[config.mk]
export PLATFORM = sky130hd
export DESIGN_NAME = audio_capture_controller
export DESIGN_NICKNAME = d
export VERILOG_FILES = /design/src/rtl/audio_capture_controller_pkg.sv /design/src/rtl/audio_capture_fifo.sv /design/src/rtl/audio_capture_controller.sv
export SDC_FILE = /design/constraint.sdc
export NUM_CORES = 1
export LEC_CHECK = 0
export ABC_AREA = 1
export CAP_MARGIN = 20
export CELL_PAD_IN_SITES_DETAIL_PLACEMENT = 0
export CELL_PAD_IN_SITES_GLOBAL_PLACEMENT = 1
export CORE_UTILIZATION = 44
export DETAILED_ROUTE_END_ITERATION = 10
export PLACE_DENSITY_LB_ADDON = 0.1
export SYNTH_ARGS = -nofsm -noshare
export SYNTH_HDL_FRONTEND = slang
export SYNTH_SLANG_ARGS = --single-unit
[constraint.sdc]
create_clock -name i_clock -period 12.65 [get_ports i_clock]
set_clock_uncertainty 0.05 [all_clocks]
set_input_delay 3.795 -clock i_clock [delete_from_list [all_inputs] [get_ports i_clock]]
set_output_delay 3.795 -clock i_clock [all_outputs]
set_load 0.05 [all_outputs]
[src/rtl/audio_capture_controller_pkg.sv]
// Shared definitions for the audio capture controller: register map, status layout,
// sample word packing and the DMA FSM state encoding.
package audio_capture_controller_pkg;

  localparam logic [3:0] REG_CTRL       = 4'd0;
  localparam logic [3:0] REG_BUF_A_ADDR = 4'd1;
  localparam logic [3:0] REG_BUF_A_SIZE = 4'd2;
  localparam logic [3:0] REG_BUF_B_ADDR = 4'd3;
  localparam logic [3:0] REG_BUF_B_SIZE = 4'd4;

  localparam int CTRL_ENABLE      = 0;
  localparam int CTRL_CLR_OVERRUN = 1;

  localparam int STAT_A_ARMED = 0;
  localparam int STAT_B_ARMED = 1;
  localparam int STAT_CUR_BUF = 2;
  localparam int STAT_OVERRUN = 3;

  typedef struct packed {
    logic [15:0] left;
    logic [15:0] right;
  } sample_word_t;

  typedef enum logic {
    DMA_IDLE = 1'b0,
    DMA_REQ  = 1'b1
  } dma_state_t;

  function automatic logic [31:0] word_address(input logic [31:0] base, input logic [31:0] index);
    return base + (index << 2);
  endfunction

endpackage

[src/rtl/audio_capture_fifo.sv]
// Synchronous FIFO between sample capture and DMA. A push into a full FIFO is
// accepted when a pop happens in the same cycle.
module audio_capture_fifo #(
  parameter int DEPTH = 4,
  parameter int WIDTH = 32
) (
  input  logic             clk,
  input  logic             rst,
  input  logic             push,
  input  logic             pop,
  input  logic [WIDTH-1:0] wdata,
  output logic [WIDTH-1:0] rdata,
  output logic             full,
  output logic             empty
);

  localparam int AW = (DEPTH > 1) ? $clog2(DEPTH) : 1;
  localparam logic [AW:0] FULL_COUNT = (AW + 1)'(DEPTH);

  logic [WIDTH-1:0] mem [DEPTH];
  logic [AW-1:0]    wr_ptr;
  logic [AW-1:0]    rd_ptr;
  logic [AW:0]      count;
  logic             do_push;
  logic             do_pop;

  assign full    = (count == FULL_COUNT);
  assign empty   = (count == '0);
  assign do_pop  = pop && !empty;
  assign do_push = push && (!full || do_pop);
  assign rdata   = mem[rd_ptr];

  always_ff @(posedge clk) begin
    if (do_push) mem[wr_ptr] <= wdata;
  end

  always_ff @(posedge clk or posedge rst) begin
    if (rst) begin
      wr_ptr <= '0;
      rd_ptr <= '0;
      count  <= '0;
    end else begin
      if (do_push) wr_ptr <= wr_ptr + 1'b1;
      if (do_pop)  rd_ptr <= rd_ptr + 1'b1;
      case ({do_push, do_pop})
        2'b10:   count <= count + 1'b1;
        2'b01:   count <= count - 1'b1;
        default: count <= count;
      endcase
    end
  end

endmodule

[src/rtl/audio_capture_controller.sv]
// Stereo sample capture into CPU-armed ping-pong memory buffers via a DMA write port.
// state    | meaning:  DMA_IDLE waiting for a queued word and an armed buffer; DMA_REQ word presented, waiting for ready
module audio_capture_controller
  import audio_capture_controller_pkg::*;
#(
  parameter int FIFO_DEPTH = 4
) (
  input  logic        i_clock,
  input  logic        i_reset,
  input  logic        i_request,
  input  logic        i_rw,
  input  logic [3:0]  i_address,
  input  logic [31:0] i_wdata,
  output logic [31:0] o_rdata,
  output logic        o_ready,
  output logic        o_dma_request,
  output logic [31:0] o_dma_address,
  output logic [31:0] o_dma_wdata,
  input  logic        i_dma_ready,
  input  logic        i_input_sample_clock,
  input  logic [15:0] i_input_sample_left,
  input  logic [15:0] i_input_sample_right,
  output logic        o_buffer_done
);

  dma_state_t   state;
  logic         enable, overrun, cur_buf, a_armed, b_armed, stream_live;
  logic [31:0]  a_addr, a_size, b_addr, b_size, index;
  logic         sclk_meta, sclk_sync, sclk_prev;
  logic         sample_edge, capture_ok;
  logic         fifo_push, fifo_pop, fifo_full, fifo_empty;
  sample_word_t in_word;
  logic [31:0]  head_word;
  logic         cur_armed;
  logic [31:0]  cur_base, cur_size;
  logic         last_word;
  logic [31:0]  read_data;

  // stream_live keeps capture running across a buffer switch even if the next buffer is not armed yet
  assign sample_edge   = sclk_sync & ~sclk_prev;
  assign capture_ok    = sample_edge & enable & (a_armed | b_armed | stream_live);
  assign fifo_pop      = (state == DMA_REQ) & i_dma_ready;
  assign fifo_push     = capture_ok & (~fifo_full | fifo_pop);
  assign in_word.left  = i_input_sample_left;
  assign in_word.right = i_input_sample_right;
  assign cur_armed     = cur_buf ? b_armed : a_armed;
  assign cur_base      = cur_buf ? b_addr  : a_addr;
  assign cur_size      = cur_buf ? b_size  : a_size;
  assign last_word     = (index == cur_size - 32'd1);

  audio_capture_fifo #(
    .DEPTH (FIFO_DEPTH),
    .WIDTH (32)
  ) u_fifo (
    .clk   (i_clock),
    .rst   (i_reset),
    .push  (fifo_push),
    .pop   (fifo_pop),
    .wdata (in_word),
    .rdata (head_word),
    .full  (fifo_full),
    .empty (fifo_empty)
  );

  always_comb begin
    read_data = '0;
    case (i_address)
      REG_CTRL: begin
        read_data[STAT_A_ARMED] = a_armed;
        read_data[STAT_B_ARMED] = b_armed;
        read_data[STAT_CUR_BUF] = cur_buf;
        read_data[STAT_OVERRUN] = overrun;
      end
      REG_BUF_A_ADDR: read_data = a_addr;
      REG_BUF_A_SIZE: read_data = a_size;
      REG_BUF_B_ADDR: read_data = b_addr;
      REG_BUF_B_SIZE: read_data = b_size;
      default:        read_data = '0;
    endcase
  end

  always_ff @(posedge i_clock or posedge i_reset) begin
    if (i_reset) begin
      sclk_meta <= 1'b0;
      sclk_sync <= 1'b0;
      sclk_prev <= 1'b0;
    end else begin
      sclk_meta <= i_input_sample_clock;
      sclk_sync <= sclk_meta;
      sclk_prev <= sclk_sync;
    end
  end

  always_ff @(posedge i_clock or posedge i_reset) begin
    if (i_reset) begin
      state         <= DMA_IDLE;
      enable        <= 1'b0;
      overrun       <= 1'b0;
      cur_buf       <= 1'b0;
      a_armed       <= 1'b0;
      b_armed       <= 1'b0;
      stream_live   <= 1'b0;
      a_addr        <= '0;
      a_size        <= '0;
      b_addr        <= '0;
      b_size        <= '0;
      index         <= '0;
      o_rdata       <= '0;
      o_ready       <= 1'b0;
      o_dma_request <= 1'b0;
      o_dma_address <= '0;
      o_dma_wdata   <= '0;
      o_buffer_done <= 1'b0;
    end else begin
      o_ready       <= i_request;
      o_rdata       <= (i_request && !i_rw) ? read_data : '0;
      o_buffer_done <= 1'b0;

      case (state)
        DMA_IDLE: begin
          if (!fifo_empty && cur_armed) begin
            state         <= DMA_REQ;
            o_dma_request <= 1'b1;
            o_dma_address <= word_address(cur_base, index);
            o_dma_wdata   <= head_word;
          end
        end
        DMA_REQ: begin
          if (i_dma_ready) begin
            state         <= DMA_IDLE;
            o_dma_request <= 1'b0;
            if (last_word) begin
              index         <= '0;
              cur_buf       <= ~cur_buf;
              stream_live   <= 1'b1;
              o_buffer_done <= 1'b1;
              if (cur_buf) b_armed <= 1'b0;
              else         a_armed <= 1'b0;
            end else begin
              index <= index + 32'd1;
            end
          end
        end
        default: state <= DMA_IDLE;
      endcase

      // CPU writes land after the FSM so a same-cycle re-arm wins over a completion disarm
      if (i_request && i_rw) begin
        case (i_address)
          REG_CTRL: begin
            enable <= i_wdata[CTRL_ENABLE];
            if (!i_wdata[CTRL_ENABLE])     stream_live <= 1'b0;
            if (i_wdata[CTRL_CLR_OVERRUN]) overrun     <= 1'b0;
          end
          REG_BUF_A_ADDR: a_addr <= i_wdata;
          REG_BUF_A_SIZE: begin
            a_size  <= i_wdata;
            a_armed <= (i_wdata != '0);
          end
          REG_BUF_B_ADDR: b_addr <= i_wdata;
          REG_BUF_B_SIZE: begin
            b_size  <= i_wdata;
            b_armed <= (i_wdata != '0);
          end
          default: ;
        endcase
      end

      if (capture_ok && fifo_full && !fifo_pop) overrun <= 1'b1;
    end
  end

endmodule
Word level (Yosys, flattened, before mapping)
Memory sizes are Yosys's and may differ from the RTL's. A register that Yosys moved wholly into a read port is not among the register bits.
Index checks and enable logic that the tools add are counted.

word-level totals
  register bits = 244
  memory bits (writable) = 128
  input port bits = 74
  output and inout port bits = 99
  logic and storage cells = 123
  memories = 1

memory list
  memory      depth  bits a word  rd ports  clocked after memory_dff  write ports  RTL line                  text
  u_fifo.mem  4      32           1         1                         1            audio_capture_fifo.sv:20  logic [WIDTH-1:0] mem [DEPTH];

cells by class
  add/sub/neg operators = 7
  equality and inequality tests = 10
  mux-type cells = 41
  bitwise operators = 12
  reductions and logical operators = 29

operators with widths
  operator                 count
  $mux W32                 4
  $pmux W28 S4             1
  $add A32 B1 Y32 const B  1
  $add A32 B32 Y32         1
  $eq A32 B32 Y1           1
  $mux W1                  32
  $reduce_bool A32 Y1      1
  $sub A32 B1 Y32 const B  1
  $pmux W4 S5              1
  $reduce_and A2 Y1        8
  $eq A4 B2 Y1 const B     2
  $reduce_bool A2 Y1       4
  $logic_and A1 B1 Y1      7
  $pmux W3 S2              1
  $reduce_and A3 Y1        2
  $and A1 B1 Y1            5
  $add A2 B1 Y2 const B    2
  $eq A4 B1 Y1 const B     1
  $eq A4 B3 Y1 const B     1
  $logic_not A1 Y1         4
  $logic_not A4 Y1         1
  $ne A2 B2 Y1 const B     2
  $not A1 Y1               4
  $pmux W1 S2              2
  8 further kinds          10

Logic depth before layout (Yosys ltp)
Gate-level depths: netlist (run 1).

  word-level depth = 9
  depth in mapped cells = 24
  depth with buffers taken out = 19

Cells and area by module
From an unflattened synthesis (run 1), not the netlist that was laid out.

second synthesis, totals
  cell total of the unflattened synthesis = 2,514
  area total of the unflattened synthesis = 20,783.7 um2

by module, submodules not included
  module                    times used  cells an instance  area each (um2)  sequential area each (um2)
  audio_capture_controller  1           2,108              15,507.4         6,731.5
  audio_capture_fifo        1           406                5,276.3          4,018.9

Least setup slack after synthesis (run 1)
No wires, ideal clock.

  path kind = input to register
  from = input i_dma_ready
  to = memory u_fifo.mem[0][0], enable pin
  library setup time = 421 ps
  data arrival time = 5,710 ps
  required time = 12,179 ps
  path slack = 6,469 ps
  stages on the path = 5
  cells stage by stage = nand2_1 -> clkbuf_1 -> nand2_1 -> nand2_1 -> nor2_1

on the way
  word-level cells in the longest chain between the ends = 6
  elaborated cells on any way between the ends = 8
  classes of those cells = mux: 2; bitwise: 3; reduce/logical: 3

ends and longest elaborated chain
  item                                                        RTL line                                                  text
  start: declaration                                          audio_capture_controller.sv:19                            input logic i_dma_ready,
  $and A1 B1 Y1 *                                             audio_capture_controller.sv:42                            assign fifo_pop = (state == DMA_REQ) & i_dma_ready;
  $or A1 B1 Y1 / $logic_and A1 B1 Y1 (equally long branches)  audio_capture_controller.sv:43, audio_capture_fifo.sv:29
  $and A1 B1 Y1 / $logic_or A1 B1 Y1 (equally long branches)  audio_capture_controller.sv:43, audio_capture_fifo.sv:30
  $logic_and A1 B1 Y1 *                                       audio_capture_fifo.sv:30                                  assign do_push = push && (!full || do_pop);
  $mux W1 *                                                   audio_capture_fifo.sv:34                                  if (do_push) mem[wr_ptr] <= wdata;
  $mux W1 (not written as such) *                             audio_capture_fifo.sv:34
  end: declaration                                            audio_capture_fifo.sv:20

Mark *: on every way between the ends. The rest lies on a longest branch, timed or not.

Final worst setup path (run 1)
  from = input i_address[1]
  to = register a_size[8]

on the way
  word-level cells in the longest chain between the ends = 2

ends and longest elaborated chain
  item                                RTL line                         text
  start: declaration                  audio_capture_controller.sv:12   input logic [3:0] i_address,
  $eq A4 B2 Y1                        audio_capture_controller.sv:149  case (i_address)
  $reduce_and A2 Y1 (no source line)  --
  end signal: assignment              audio_capture_controller.sv:157  a_size <= i_wdata;
  end: declaration                    audio_capture_controller.sv:28   logic [31:0] a_addr, a_size, b_addr, b_size, index;

Every way passes these cells.
A chain may end at the register's enable or synchronous reset.

==> flow_summary_export.csv, run 1 <==
group,metric,value,unit
clock_network,clock_latency,0.60,ns
floorplan,fp.coreArea,0.04646,mm²
layout,finalNonFillerCells,3263,
power,power_density,194.9,mW/mm²
synth,synth_top_family_by_area,"simple AND/OR/NAND/NOR gates",
sta,fmax,0.1610,GHz
routing,ant_nets,0,
synth,synth-compound-area-share,11.50,%
synth,synthMuxAreaShare,0,%
grt,grt_pass1_vias,16290,
synth,netlist_instances,2474,
synth,async_flop_share,68.32,%
routing,drcViolationCount,0,
placed_design,dp_slack,5.925,ns
synth,synth-edff-count,128,
power,ir_drop,0.2037,mV
layout,fill_cells,4392,
synth,synthSimpleGateAreaFrac,23.81,%
placed_design,dp_cells,3177,
run_status,status,"completed",
placed_design,dp_hpwl,47.74,mm
grt,gr-total-overflow,0,
sta,rsz0062_at_grt,"false",
grt,antenna_found_initial,2,
clock_network,ctsHoldBuffers,0,
worst_setup_path,worstPathMaxFanout,33,
floorplan,start_util,44.53,%
grt,grt_start_max_net_pins,102,
worst_setup_path,endpoint_kind,"flop",
clock_network,cts_setup_buffers,0,
floorplan,ioPinCount,173,
clock_network,cts_buffer_depth,3,
routing,vias,17460,
synth,synthAdderAreaFrac,2.371,%
worst_setup_path,required,13.06,ns
routing,wl_per_cell,20.38,µm
grt,grtUsageTotal,27.94,%
placed_design,gp_congestion,0.9886,
clock_network,cts_sinks,404,
synth,synth-seq-cells,404,
synth,synthXorXnorAreaFrac,3.430,%
worst_setup_path,crit_chain,"clkdlybuf4s50_1 -> inv_1 -> nor3_1 -> inv_1 -> buf_4 -> nor2_4 -> buf_4 -> o21ai_0",
power,p_leak,10.72,nW
clock_network,cts_tree,"yes",
layout,final_nets,2730,
synth,synth_flop_cell,"dfrtp_1",
synth,syn_area,0.02069,mm²
worst_setup_path,max_stage_delay,0.65,ns
sta,tns,0,ns
min_path,hold_class,"reg -> reg",
routing,drt-total-wl,66.51,mm
worst_setup_path,path_buf_inv,5,
worst_setup_path,critical-path-top-delay-family,"buffers and inverters",
sta,tightest_slew,1.180,ns
worst_setup_path,arrival,6.62,ns
worst_setup_path,critPathSlowestCell,"nor3_1",
clock_network,cts_made_buffers,45,
routing,firstDrtPassIters,5,
worst_setup_path,cp-start-kind,"input port",
sta,final.period_utilization,49.09,%
synth,yosysMostFrequentCell,"nand2_1",
synth,synth_cell_types,54,
sta,finalSetupViolations,0,
floorplan,die_w,218.8,µm
sta,finalCriticalPeriod,6.210,ns
synth,ys_warn_count,0,
routing,drtIter0Drc,1320,
layout,drive_above_1_share,5.991,%
placed_design,io_buffers,172,
clock_network,cts_resized,0,
synth,synth_common_cells,"nand2_1, dfrtp_1, nor2_1, inv_1, o21ai_0",
sta,setup_slack,6.440,ns
clock_network,clk_pin_slew,0.06,ns
synth,synth_area_leaders,"dfrtp_1, edfxtp_1, nand2_1, o21ai_0, nor2_1",
routing,vias_per_cell,5.351,
synth,ys_seq_area_share,51.97,%
clock_network,h-tree-depth,2,
clock_network,clockRootBuffer,"clkbuf_16",
layout,syn2layout_area_growth,18.23,%
floorplan,num_rows,79,
synth,syn-num-nets,2586,
sta,final_hold_viol_count,0,
sta,slew_violations,0,
synth,yosys.area.top_type_share,33.39,%
synth,synth.avg_cell_area,8.361,µm²
floorplan,die_area,0.04788,mm²
sta,relSlewSlack,20.49,%
floorplan,die_h,218.8,µm
grt,grt_first_pass_wirelength,99.68,mm
job,cap_violations,0,
synth,yosysTopAreaCell,"dfrtp_1",
worst_setup_path,critPathKind,"in -> reg",
-- final cells by class --
cell class / instances / area (µm²) / area share [%]
clock inverters: 24 / 264.0 / 1.079
clock buffers: 59 / 1209 / 4.942
inverters: 260 / 991.0 / 4.052
flip-flops and latches: 404 / 10760 / 43.98
multi-input cells: 1711 / 8559 / 35.00
well taps: 607 / 759.5 / 3.105
repair buffers: 196 / 1914 / 7.827
diodes: 2 / 5.005 / 0.02046
-- cell usage in the layout, fill, tap and decap left out, drive strengths merged, types with 10 or more instances in the layout --
master,count
nand2,715
nor2,297
dfrtp,276
inv,260
o21ai,250
clkdlybuf4s50,172
edfxtp,128
nand3,91
clkbuf,59
xor2,48
ha,36
a21oi,35
xnor2,33
a221oi,33
o32ai,32
nor3,30
o22ai,28
nand4,24
buf,24
clkinv,17
nor4,10
-- worst paths after layout --
check | end | from | depth (start not counted) | slack, ns
worst max-delay path | a_size[8] | i_address[1] | 8 | 6.44
worst min-delay path | sclk_prev | sclk_sync | 0 | 0.33
worst max register to register | o_dma_address[26] | cur_buf | 14 | 8.22
worst min register to register | sclk_prev | sclk_sync | 0 | 0.33
max in group asynchronous | cur_buf | i_reset | 3 | 7.43
min in group asynchronous | o_dma_address[7] | i_reset | 2 | 3.64
-- per-layer routing --
metal  track usage [%]  part of all wire [%]
met4             10.02                   3.0
met2             43.71                    46
met1             38.96                    44
met5                 0                 0.023
met3             4.837                   6.3
-- state kept, by name, summed over array words and instances, names as in the netlist, 2 cells and up --
name,flops
u_fifo.mem,128
a_addr,32
a_size,32
b_addr,32
b_size,32
index,32
o_dma_address,32
o_dma_wdata,32
o_rdata,32
u_fifo.count,3
u_fifo.rd_ptr,2
u_fifo.wr_ptr,2
-- per-stage QoR --
step	util [%]	hold WS, ns	cell area [µm²]	power (W)
after detailed placement	49.42	0.3150	22960	0.003476
after global routing	52.63	0.3490	24450	0.005026
final	52.64	0.3282	24460	0.004767
after global placement	49.42	0.3128	22960	0.003453
after CTS	52.59	0.3315	24430	0.004803
after floorplan	-	0.2812	20690	0.002869
-- where the power goes --
group / internal [W] / switching [W] / leakage (nW)
sequential: 0.00160 / 0.000152 / 4.60
combinational: 0.000520 / 0.00118 / 5.41
clock: 0.000744 / 0.000566 / 0.708
-- logic make-up (layout without fill, tap and decap cells) --
kind of cell,Yosys count,in the layout
fa+ha+maj,38,38
simple gates,1188,1188
flops,404,404
other cells,0,2
compound gates,404,404
buf+inv,359,539
xor+xnor,81,81
Power figures use the tool's default switching activity.
==> inputs of run 2 (changes only) <==
==> constraint.sdc (replaced) <==
create_clock -name i_clock -period 6.1 [get_ports i_clock]
set_clock_uncertainty 0.05 [all_clocks]
set_input_delay 1.83 -clock i_clock [delete_from_list [all_inputs] [get_ports i_clock]]
set_output_delay 1.83 -clock i_clock [all_outputs]
set_load 0.05 [all_outputs]
==> flow_summary_export.csv, run 2 (same netlist as run 1, synthesis figures left out) <==
group,metric,value,unit
clock_network,cts_tree,"yes",
power,ir_drop,0.3404,mV
worst_setup_path,endpoint_kind,"flop",
clock_network,clock_latency,0.61,ns
layout,drive_above_1_share,6.135,%
worst_setup_path,max_stage_delay,0.78,ns
sta,slew_violations,0,
routing,ant_nets,0,
worst_setup_path,critPathSlowestCell,"dfrtp_4",
layout,multi_input_area,0.008559,mm²
worst_setup_path,crit_top_cell,"nand2_1",
floorplan,die_w,218.8,µm
floorplan,num_rows,79,
routing,vias,17290,
floorplan,die_h,218.8,µm
sta,setup_slack,1.906,ns
sta,tns,0,ns
clock_network,clk_pin_slew,0.06,ns
sta,finalSetupViolations,0,
layout,syn2layout_area_growth,18.85,%
placed_design,dp_slack,1.668,ns
clock_network,clockRootBuffer,"clkbuf_16",
floorplan,ioPinCount,173,
worst_setup_path,required,6.50,ns
clock_network,h-tree-depth,2,
worst_setup_path,worstPathMaxFanout,68,
power,power_density,404.1,mW/mm²
job,cap_violations,0,
sta,tightest_slew,1.148,ns
grt,antenna_found_initial,6,
placed_design,gp_congestion,0.9604,
min_path,hold_class,"reg -> reg",
clock_network,cts_setup_buffers,0,
clock_network,cts_resized,0,
layout,final_cell_mix,"nand2_1, dfrtp_1, nor2_1, inv_1, o21ai_0",
layout,final_common_cell,"nand2_1",
floorplan,start_util,44.53,%
layout,regArea,0.01076,mm²
sta,final.period_utilization,68.75,%
worst_setup_path,ff2ff_path_depth,14,
sta,final_hold_viol_count,0,
routing,vias_per_cell,5.297,
min_path,min_path_cells,0,
layout,largest_reg_flops,128,
placed_design,dp_hpwl,45.98,mm
run_status,status,"completed",
grt,grt_pass1_vias,16170,
grt,gr-total-overflow,0,
worst_setup_path,reg2reg_slack,1.91,ns
sta,fmax,0.2385,GHz
sta,rsz0062_at_grt,"false",
grt,grtUsageTotal,27.06,%
layout,top_register,"u_fifo.mem",
sta,finalCriticalPeriod,4.194,ns
routing,drcViolationCount,0,
worst_setup_path,cp-start-kind,"flop",
layout,fill_cells,4390,
clock_network,ctsHoldBuffers,0,
routing,drt-total-wl,64.26,mm
grt,grt_first_pass_wirelength,97.41,mm
floorplan,fp.coreArea,0.04646,mm²
worst_setup_path,arrival,4.60,ns
floorplan,die_area,0.04788,mm²
worst_setup_path,critPathKind,"reg -> reg",
clock_network,cts_made_buffers,46,
clock_network,cts_sinks,404,
grt,grt_start_max_net_pins,96,
routing,firstDrtPassIters,5,
placed_design,io_buffers,172,
sta,relSlewSlack,22.68,%
worst_setup_path,crit_chain,"buf_4 -> o21ai_0 -> ha_1 -> nand2_1 -> nor2_1 -> inv_1 -> nor2_1 -> nor3_1 -> nand3_1 -> nand2_1 -> o211ai_1 -> or2_2 -> nand3_1 -> nand2_1",
routing,wl_per_cell,19.68,µm
clock_network,cts_buffer_depth,3,
routing,drtIter0Drc,1516,
power,p_leak,10.78,nW
layout,final_nets,2735,
## run 2: cell types whose count changed in the layout (fill, tap and decap cells not counted), moves of 2 or more
cell        change
buf_12          +3
bufinv_16       +2
clkinv_1        -2
clkinv_2        -2
clkinvlp_4      -2
## run 2: critical path: cells and delay by family (launching register included)
family                     cells  cell delay, ns
and+or+nand+nor                9            1.21
AOI/OAI and AO/OA              2            0.69
adders and majority gates      1            0.58
DFF                            1            0.78
buffers and inverters          2            0.72
## run 2: metrics by stage
step,util (%),power (W),std cells,instance area [µm²],hold slack [ns]
6_report,52.92,0.009934,3265,24590,0.2982
5_1_grt,52.92,0.01050,3264,24580,0.3088
4_1_cts,52.87,0.01003,3263,24560,0.3004
3_5_place_dp,49.56,0.007169,3181,23020,0.2858
3_3_place_gp,49.56,0.007129,3181,23020,0.2850
2_1_floorplan,-,0.005950,2474,20690,0.2812
## run 2: final cells by class
cell class	count	share of cell area (%)
antenna	1	0.01018
clock buffer	62	5.089
clock inverter	20	1.176
inverter	260	4.015
multi-input combinational	1711	34.81
sequential	404	43.75
tap	607	3.089
timing repair buffer	200	8.061
## run 2: routing by layer
metal / GRT usage (%) / up-vias / share of wire (%) / wire length [µm]
li1: - / 8407 / - / -
met1: 37.02 / 8311 / 45 / 28610
met2: 42.22 / 470 / 46 / 29370
met3: 5.322 / 102 / 6.0 / 3843
met4: 10.67 / 4 / 3.8 / 2417
met5: 0 / - / 0.040 / 26
## run 2: worst paths after layout
path                                 from                 to
worst max-delay path              cur_buf  o_dma_address[27]
worst min-delay path            sclk_meta          sclk_sync
worst max register to register    cur_buf  o_dma_address[27]
worst min register to register  sclk_meta          sclk_sync
max in group asynchronous         i_reset        o_rdata[29]
min in group asynchronous         i_reset          index[31]
## run 2: power breakdown
group          switching [W]  internal, W  total [W]
sequential          0.000309      0.00332    0.00363
clock                0.00116      0.00166    0.00282
combinational        0.00239      0.00109    0.00348
total                0.00386      0.00607    0.00993
